$ cat src/rtl/pipe_stage_reg.sv
// Inter-stage pipeline register for the five-stage core: hold on stall, bubble on
// flush or invalid input, interrupt redirect, first-exception-wins merge, perf counters.
module pipe_stage_reg #(
    parameter int          DATA_W            = 32,
    parameter int          NUM_DATA          = 3,
    parameter int          EXC_W             = 5,
    parameter logic [31:0] HANDLER_PC        = 32'h0000_4180,
    parameter bit          KEEP_PC_ON_BUBBLE = 1'b1,
    parameter int          CNT_W             = 16
) (
    input  logic                         clk,
    input  logic                         reset,
    input  logic                         int_req,
    input  logic                         flush,
    input  logic                         stall,
    input  logic                         clr_cnt,
    input  logic                         valid_in,
    input  logic [31:0]                  instr_in,
    input  logic [31:0]                  pc_in,
    input  logic                         bd_in,
    input  logic [EXC_W-1:0]             exc_in,
    input  logic [EXC_W-1:0]             exc_local,
    input  logic [NUM_DATA*DATA_W-1:0]   data_in,
    output logic                         valid_out,
    output logic [31:0]                  instr_out,
    output logic [31:0]                  pc_out,
    output logic                         bd_out,
    output logic [EXC_W-1:0]             exc_out,
    output logic [NUM_DATA*DATA_W-1:0]   data_out,
    output logic [CNT_W-1:0]             stall_cnt,
    output logic [CNT_W-1:0]             bubble_cnt
);

    localparam logic [CNT_W-1:0] CNT_MAX = {CNT_W{1'b1}};

    logic             bubble_ev;
    logic             stall_ev;
    logic [EXC_W-1:0] exc_merged;
    logic [31:0]      bubble_pc;
    logic             bubble_bd;

    // An invalid upstream slot only becomes a bubble when the stage is not held.
    always_comb begin
        bubble_ev  = 1'b0;
        stall_ev   = 1'b0;
        if (!int_req) begin
            bubble_ev = flush | (~stall & ~valid_in);
            stall_ev  = ~flush & stall;
        end
        exc_merged = (exc_in != '0) ? exc_in : exc_local;
        bubble_pc  = KEEP_PC_ON_BUBBLE ? pc_in : 32'h0;
        bubble_bd  = KEEP_PC_ON_BUBBLE ? bd_in : 1'b0;
    end

    always_ff @(posedge clk) begin
        if (reset) begin
            valid_out <= 1'b0;
            instr_out <= '0;
            pc_out    <= '0;
            bd_out    <= 1'b0;
            exc_out   <= '0;
            data_out  <= '0;
        end else if (int_req) begin
            valid_out <= 1'b0;
            instr_out <= '0;
            pc_out    <= HANDLER_PC;
            bd_out    <= 1'b0;
            exc_out   <= '0;
            data_out  <= '0;
        end else if (bubble_ev) begin
            valid_out <= 1'b0;
            instr_out <= '0;
            pc_out    <= bubble_pc;
            bd_out    <= bubble_bd;
            exc_out   <= '0;
            data_out  <= '0;
        end else if (!stall_ev) begin
            valid_out <= 1'b1;
            instr_out <= instr_in;
            pc_out    <= pc_in;
            bd_out    <= bd_in;
            exc_out   <= exc_merged;
            data_out  <= data_in;
        end
    end

    always_ff @(posedge clk) begin
        if (reset || clr_cnt) begin
            stall_cnt  <= '0;
            bubble_cnt <= '0;
        end else begin
            if (stall_ev && stall_cnt != CNT_MAX)
                stall_cnt <= stall_cnt + 1'b1;
            if (bubble_ev && bubble_cnt != CNT_MAX)
                bubble_cnt <= bubble_cnt + 1'b1;
        end
    end

endmodule

$ cat config.mk
export PLATFORM = sky130hd
export DESIGN_NAME = pipe_stage_reg
export DESIGN_NICKNAME = d
export VERILOG_FILES = /design/src/rtl/pipe_stage_reg.sv
export SDC_FILE = /design/constraint.sdc
export NUM_CORES = 1
export LEC_CHECK = 0
export CAP_MARGIN = 20
export CORE_AREA = 2 2 146 148
export DETAILED_ROUTE_END_ITERATION = 12
export DIE_AREA = 0 0 148 150
export MAX_ROUTING_LAYER = met4
export PLACE_DENSITY_LB_ADDON = 0.08
export SLEW_MARGIN = 20
export SYNTH_ARGS = -nofsm -noshare
export SYNTH_HDL_FRONTEND = slang
export SYNTH_SLANG_ARGS = --single-unit
$ cat constraint.sdc
create_clock -name clk -period 1.9 [get_ports clk]
set_input_delay 0.38 -clock clk [delete_from_list [all_inputs] [get_ports clk]]
set_output_delay 0.38 -clock clk [all_outputs]
set_load 0.005 [all_outputs]
==> out/metrics.cfg <==
[cells_and_area]
n_antenna_cell=0
nNetsFinal=1491
final_area_sq_um=12400
syn2layout_area_growth_pct=70.0
drive_above_1_share_pct=8.31
finalNonFillerCells=1599
utilization_pct=60.1
layout_common_cells=clkdlybuf4s50_1 (376), nand2_1 (330), dfxtp_1 (199)
final_common_cell=clkdlybuf4s50_1

[clocking]
cts_made_buffers=17
max-clock-path-buffers=2
postCtsHoldBufs=0
cts_tree=yes
clkLatencyLatePin_ns=0.42
numClockSinks=199
path_clk_slew_ns=0.07
h-tree-depth=4
root_buffer=clkbuf_16

[timing]
tns_ns=0
hold_viol_final=0
setup_viol=0
maxSlewViolCount=0
fin_crit_sh_pct=95.7
rsz0062_at_grt=yes
relSlewSlack_pct=72.6
fin_crit_ns=1.82
holdWs_ns=0.448
worst_pin_slew_ns=0.411
finClkSkew_ns=0.00790
worst_slack_ns=0.0814
max_freq_ghz=0.550

[synthesis]
synth_area_per_cell_sq_um=8.01
synth_area_sq_um=7320
ys_seq_area_share_pct=54.4
synth.distinct_cells=42
syn-num-nets=1094
ys_ff_latch=199
ys_warn_count=0
netlist_instances=914

[route]
drcViolationCount=0
viasPerCell=4.67
vias=7467
ant_nets=0
dr.pass1.iters=5
wl_per_cell_um=15.6
routed_wl_um=25000
drtIter0Drc=229

[status]
outcome=finished clean

[worst_setup_path]
r2r_cells=5
r2r-start=bubble_cnt[3]$_SDFFE_PP0P_
worst_ep_arrival_time_ns=1.44
path_max_fanout=5
critPathCaptureType=output pin
crit_type=reg2out
ff2ff_setup_slack_ns=0.10
crit_required_ns=1.52
cp-start-kind=flop
r2r_end=bubble_cnt[15]$_SDFFE_PP0P_

[global_route]
antenna_found_initial=0
gr-total-overflow=0
grt_pass1_vias=7217
grt_max_degree=71
grt_first_pass_wirelength_um=38400
grt_usage_pct=22.7

[die]
std_cell_rows=53
core_area_sq_um=20700
die_area_sq_um=22200
start_util_pct=35.4
io_pins=377
die_h_um=150
die_w_um=148

[placed_design]
dp_cells=1567
pre_cts_ws_ns=-0.274
portBuffers=376
place_congestion=0.831
place_area_sq_um=11900
dp_hpwl_um=18700

[worst_hold_path]
worstHoldPathType=reg2reg
min_from=data_out[1]$_SDFFE_PP0N_
hold_depth=2
hold_path_end=data_out[1]$_SDFFE_PP0N_

[power_and_ir_drop]
irDropWorstVdd_mv=0.565
leakagePower_nw=4.76
p_per_area_nw_per_um2=732
total_power_mw=9.11

[run]
maxCapViolCount=0

[worst max-delay path by stage]
stage                             endpoint  cells after the start                  startpoint  slack, ns
2_1_floorplan   bubble_cnt[1]$_SDFFE_PP0P_                      7  bubble_cnt[0]$_SDFFE_PP0P_       0.04
5_1_grt        bubble_cnt[13]$_SDFFE_PP0P_                      6  bubble_cnt[0]$_SDFFE_PP0P_     -0.006
3_3_place_gp   bubble_cnt[15]$_SDFFE_PP0P_                      6                       stall      -0.27
4_1_cts                      bubble_cnt[9]                      2  bubble_cnt[9]$_SDFFE_PP0P_       0.05
6_report                     bubble_cnt[9]                      2  bubble_cnt[9]$_SDFFE_PP0P_       0.08
3_5_place_dp   bubble_cnt[15]$_SDFFE_PP0P_                      6                       stall      -0.27
[flip-flops by register name (all words and copies together), names as in the netlist]
| register | count |
|---|---|
| instr_out | 32 |
| bubble_cnt | 16 |
| data_out | 96 |
| stall_cnt | 16 |
| exc_out | 5 |
| pc_out | 32 |
| valid_out | 1 |
| bd_out | 1 |
[metal layers]
metal  track usage [%]  wire length (um)  part of all wire [%]
met4              8.10               613                   2.5
met1              26.3             10200                    41
met3              6.98              1870                   7.5
met5                 -                 0                     0
met2              37.3             12300                    49
[power breakdown]
| part | internal [mW] | total [mW] | switching [mW] |
|---|---|---|---|
| combinational | 0.703 | 1.13 | 0.432 |
| sequential | 4.30 | 4.37 | 0.0653 |
| clock | 1.97 | 3.61 | 1.64 |
[synth_stat cells (all sizes together)]
master	instances	area share, %
nor3	7	0.48
nand3	9	0.62
or2	4	0.34
or4	2	0.21
a21bo	1	0.14
inv	5	0.26
a2111oi	4	0.82
o211ai	1	0.10
a21oi	174	12
nand2	331	17
nor4b	2	0.32
and4	3	0.36
xor2	6	0.72
or4b	1	0.19
nand3b	1	0.10
a211oi	3	0.31
and2	2	0.21
and4bb	1	0.17
a31oi	3	0.26
nand4b	1	0.12
clkbuf	51	2.6
ha	2	0.34
nand2b	1	0.086
nor2b	2	0.17
mux2i	4	0.55
and3	4	0.34
nand4	11	0.94
nor2	35	1.8
buf	13	0.79
o21a	1	0.10
nor3b	1	0.17
dfxtp	199	54
o21ai	8	0.55
o21ba	1	0.14
nor4	3	0.34
xnor2	17	2.0
[cell families (layout without fill, tap and decap cells)]
kind of cell / after synthesis / in the layout / synth area share (%)
fa+ha+maj: 2 / 2 / 0.342
compound gates: 196 / 196 / 14.3
buf+inv: 69 / 479 / 3.66
simple gates: 421 / 421 / 23.9
mux: 4 / 4 / 0.547
flops: 199 / 199 / 54.4
xor+xnor: 23 / 23 / 2.75
[cell type report]
type | instances | area [sq um]
multi-input cells | 646 | 3090
well taps | 275 | 344
repair buffers | 442 | 4420
flip-flops and latches | 199 | 3980
fillers | 1911 | 8250
clock buffers | 20 | 437
clock inverters | 12 | 141
inverters | 5 | 18.8
[timing repair]
action,in CTS,in global routing
setup endpoints to repair,1,1
gates resized for setup,1,0
gates cloned,0,0
buffers inserted,0,0
endpoints found under the hold margin,0,0
[worst max-delay path, stage by stage, from the launching register on]
cell and delay, ns:
dfxtp_1 0.36, buf_4 0.15, clkdlybuf4s50_1 0.50
(Power assumes the default switching activity.)
==> variant (same flow settings) <==
Set the parameter `NUM_DATA` to 2 (it was 3).
--- a/src/rtl/pipe_stage_reg.sv
+++ b/src/rtl/pipe_stage_reg.sv
@@ -2,7 +2,7 @@
 // flush or invalid input, interrupt redirect, first-exception-wins merge, perf counters.
 module pipe_stage_reg #(
     parameter int          DATA_W            = 32,
-    parameter int          NUM_DATA          = 3,
+    parameter int          NUM_DATA          = 2,
     parameter int          EXC_W             = 5,
     parameter logic [31:0] HANDLER_PC        = 32'h0000_4180,
     parameter bit          KEEP_PC_ON_BUBBLE = 1'b1,
Interface: changed (resized data_in and data_out); port bits go from 377 to 313. The function was not compared with the original's and may differ.
==> variant against the unedited design <==
Sequential share of layout area decreased by 1.4 points; worst setup slack got worse by 0.020 ns; area after synthesis decreased by 14%; final cell count decreased by 10%; final area decreased by 12%; fmax decreased by 1.1%; sequential cell count decreased by 32; synthesized cell count decreased by 13%; critical endpoint is now bubble_cnt[4]; non-clock buffer count decreased by 52; wire length decreased by 12%; clock skew increased by 0.0062 ns; hold slack got worse by 0.0026 ns; power decreased by 14%; combinational power decreased by 23%; largest cell class unchanged.
==> variant: results (changes against the unedited design) <==
stage	metric	value	unit	change
critical_path	Worst setup endpoint	bubble_cnt[4]		
finish	biggest regs	data_out (64), instr_out (32), pc_out (32)		
detailed_routing	drt wl/cell	15.4	um	-1.8%
detailed_routing	vias	6753		-9.6%
detailed_routing	DRT Pass-1 Iters	6		+1
critical_path	r2r startpoint	stall_cnt[0]$_SDFFE_PP0P_		
detailed_routing	initial drt markers	249		+8.7%
finish	Seq area share	30.6	%	-1.4 points
synthesis	post-synth top area share	53.1	%	-1.4 points
synthesis	Synth Instances	794		-13%
synthesis	Yosys reg bits	167		-16%
power	Switch Pwr	1990	uW	-6.7%
detailed_routing	met2 routed WL	10.3	mm	-16%
detailed_routing	routed length on met3	1.96	mm	+4.7%
placement	DP Cell Count	1403		-10%
detailed_routing	uppermost routed layer	met4		
synthesis	Syn Nets	942		-14%
global_route	GRT met3 Usage	8.08	%	+1.1 points
global_route	M2 GR Usage	31.8	%	-5.6 points
critical_path	Worst Setup SP	bubble_cnt[4]$_SDFFE_PP0P_		
synthesis	top cells by count, synth	nand2_1 (275), dfxtp_1 (167), a21oi_1 (150), clkbuf_1 (44), or4_1 (17)		
placement	routability cong.	0.798		-4.0%
hold_path	hold path start	instr_out[16]$_SDFFE_PP0N_		
finish	post-route cell area	10900	um^2	-12%
global_route	vias in the first global route	6467		-10%
detailed_routing	wl on met1	9.49	mm	-7.4%
power	Leak	0.00412	uW	-13%
finish	multi-input logic cell count	568		-12%
placement	hpwl dp	15.9	mm	-15%
finish	Area Growth Syn to Fin	73.4	%	
finish	non-filler instance count after layout	1437		-10%
placement	Area after DPL	10300	um^2	-13%
finish	clock network area share	5.20	%	+0.56 points
power	Clock Power	3360	uW	-6.9%
synthesis	Synth cell types	38		-9.5%
finish	clk_buf instances	18		-10%
synthesis	register area share after synthesis	53.1	%	-1.4 points
global_route	first-pass GRT wire length	34.1	mm	-11%
hold_path	Hold Path Sink	instr_out[16]$_SDFFE_PP0N_		
power	Worst VDD drop	596	uV	+5.6%
finish	Data buffer area share	35.5	%	about the same
synthesis	synth top area cells	dfxtp_1 (53%), nand2_1 (16%), a21oi_1 (12%)		
finish	fillers	1977		+3.5%
timing	clk_skew	0.0141	ns	+0.00621 ns
critical_path	slowest stage cell, crit path	clkdlybuf4s50_1		
global_route	largest net degree at the start of global routing	42		-41%
timing	relative slew slack	69.5	%	-3.1 points
clocking	clock latency on the worst-skew pair	0.44	ns	+0.02 ns
critical_path	r2r endpoint	stall_cnt[15]$_SDFFE_PP0P_		
finish	layout cells sized above 1	10.5	%	+2.2 points
finish	fraction of area in multi-input gates	25.3	%	+0.45 points
status	status	completed		
global_route	met1 usage	23.6	%	-2.8 points
finish	bufs w/o clock	390		-12%
placement	Port-buffer cells	312		-17%
critical_path	worst-path fanout max	6		+1
power	Flop pwr share	46.1	%	-1.9 points
global_route	GRT Total Usage	20.1	%	-2.7 points
clocking	CTS root buf	clkbuf_16		
timing	worst hold slack	0.445	ns	-0.00264 ns
-- variant: cell types whose count changed after synthesis, sizes merged, moves of 7 or more --
cell,before,now
or4,2,17
nor2,35,11
clkbuf,51,44
xnor2,17,0
o31ai,0,16
or3,0,13
a21oi,174,150
nand2,331,275
dfxtp,199,167
-- variant: through the flow --
stage          total power, uW  setup slack (ns)
6_report                  7850            0.0618
5_1_grt                   8170           0.00216
4_1_cts                   7960          0.000301
3_5_place_dp              4560            -0.588
3_3_place_gp              4560            -0.562
2_1_floorplan             3940           -0.0748
-- variant: repair_timing --
item | CTS | global route
setup buffers | 1 | 0
cloned | 1 | 0
hold buffers | 0 | 0
setup endpoints to repair | 10 | 6
pin swaps | 2 | 0
gates resized for setup | 8 | 2
-- variant: cell families after synthesis --
logic type	Yosys count	share of synthesized area (%)
buffers and inverters	59	3.56
muxes	2	0.318
DFF	167	53.1
adders and majority gates	2	0.397
and+or+nand+nor	367	25.5
AOI/OAI and AO/OA	197	17.1
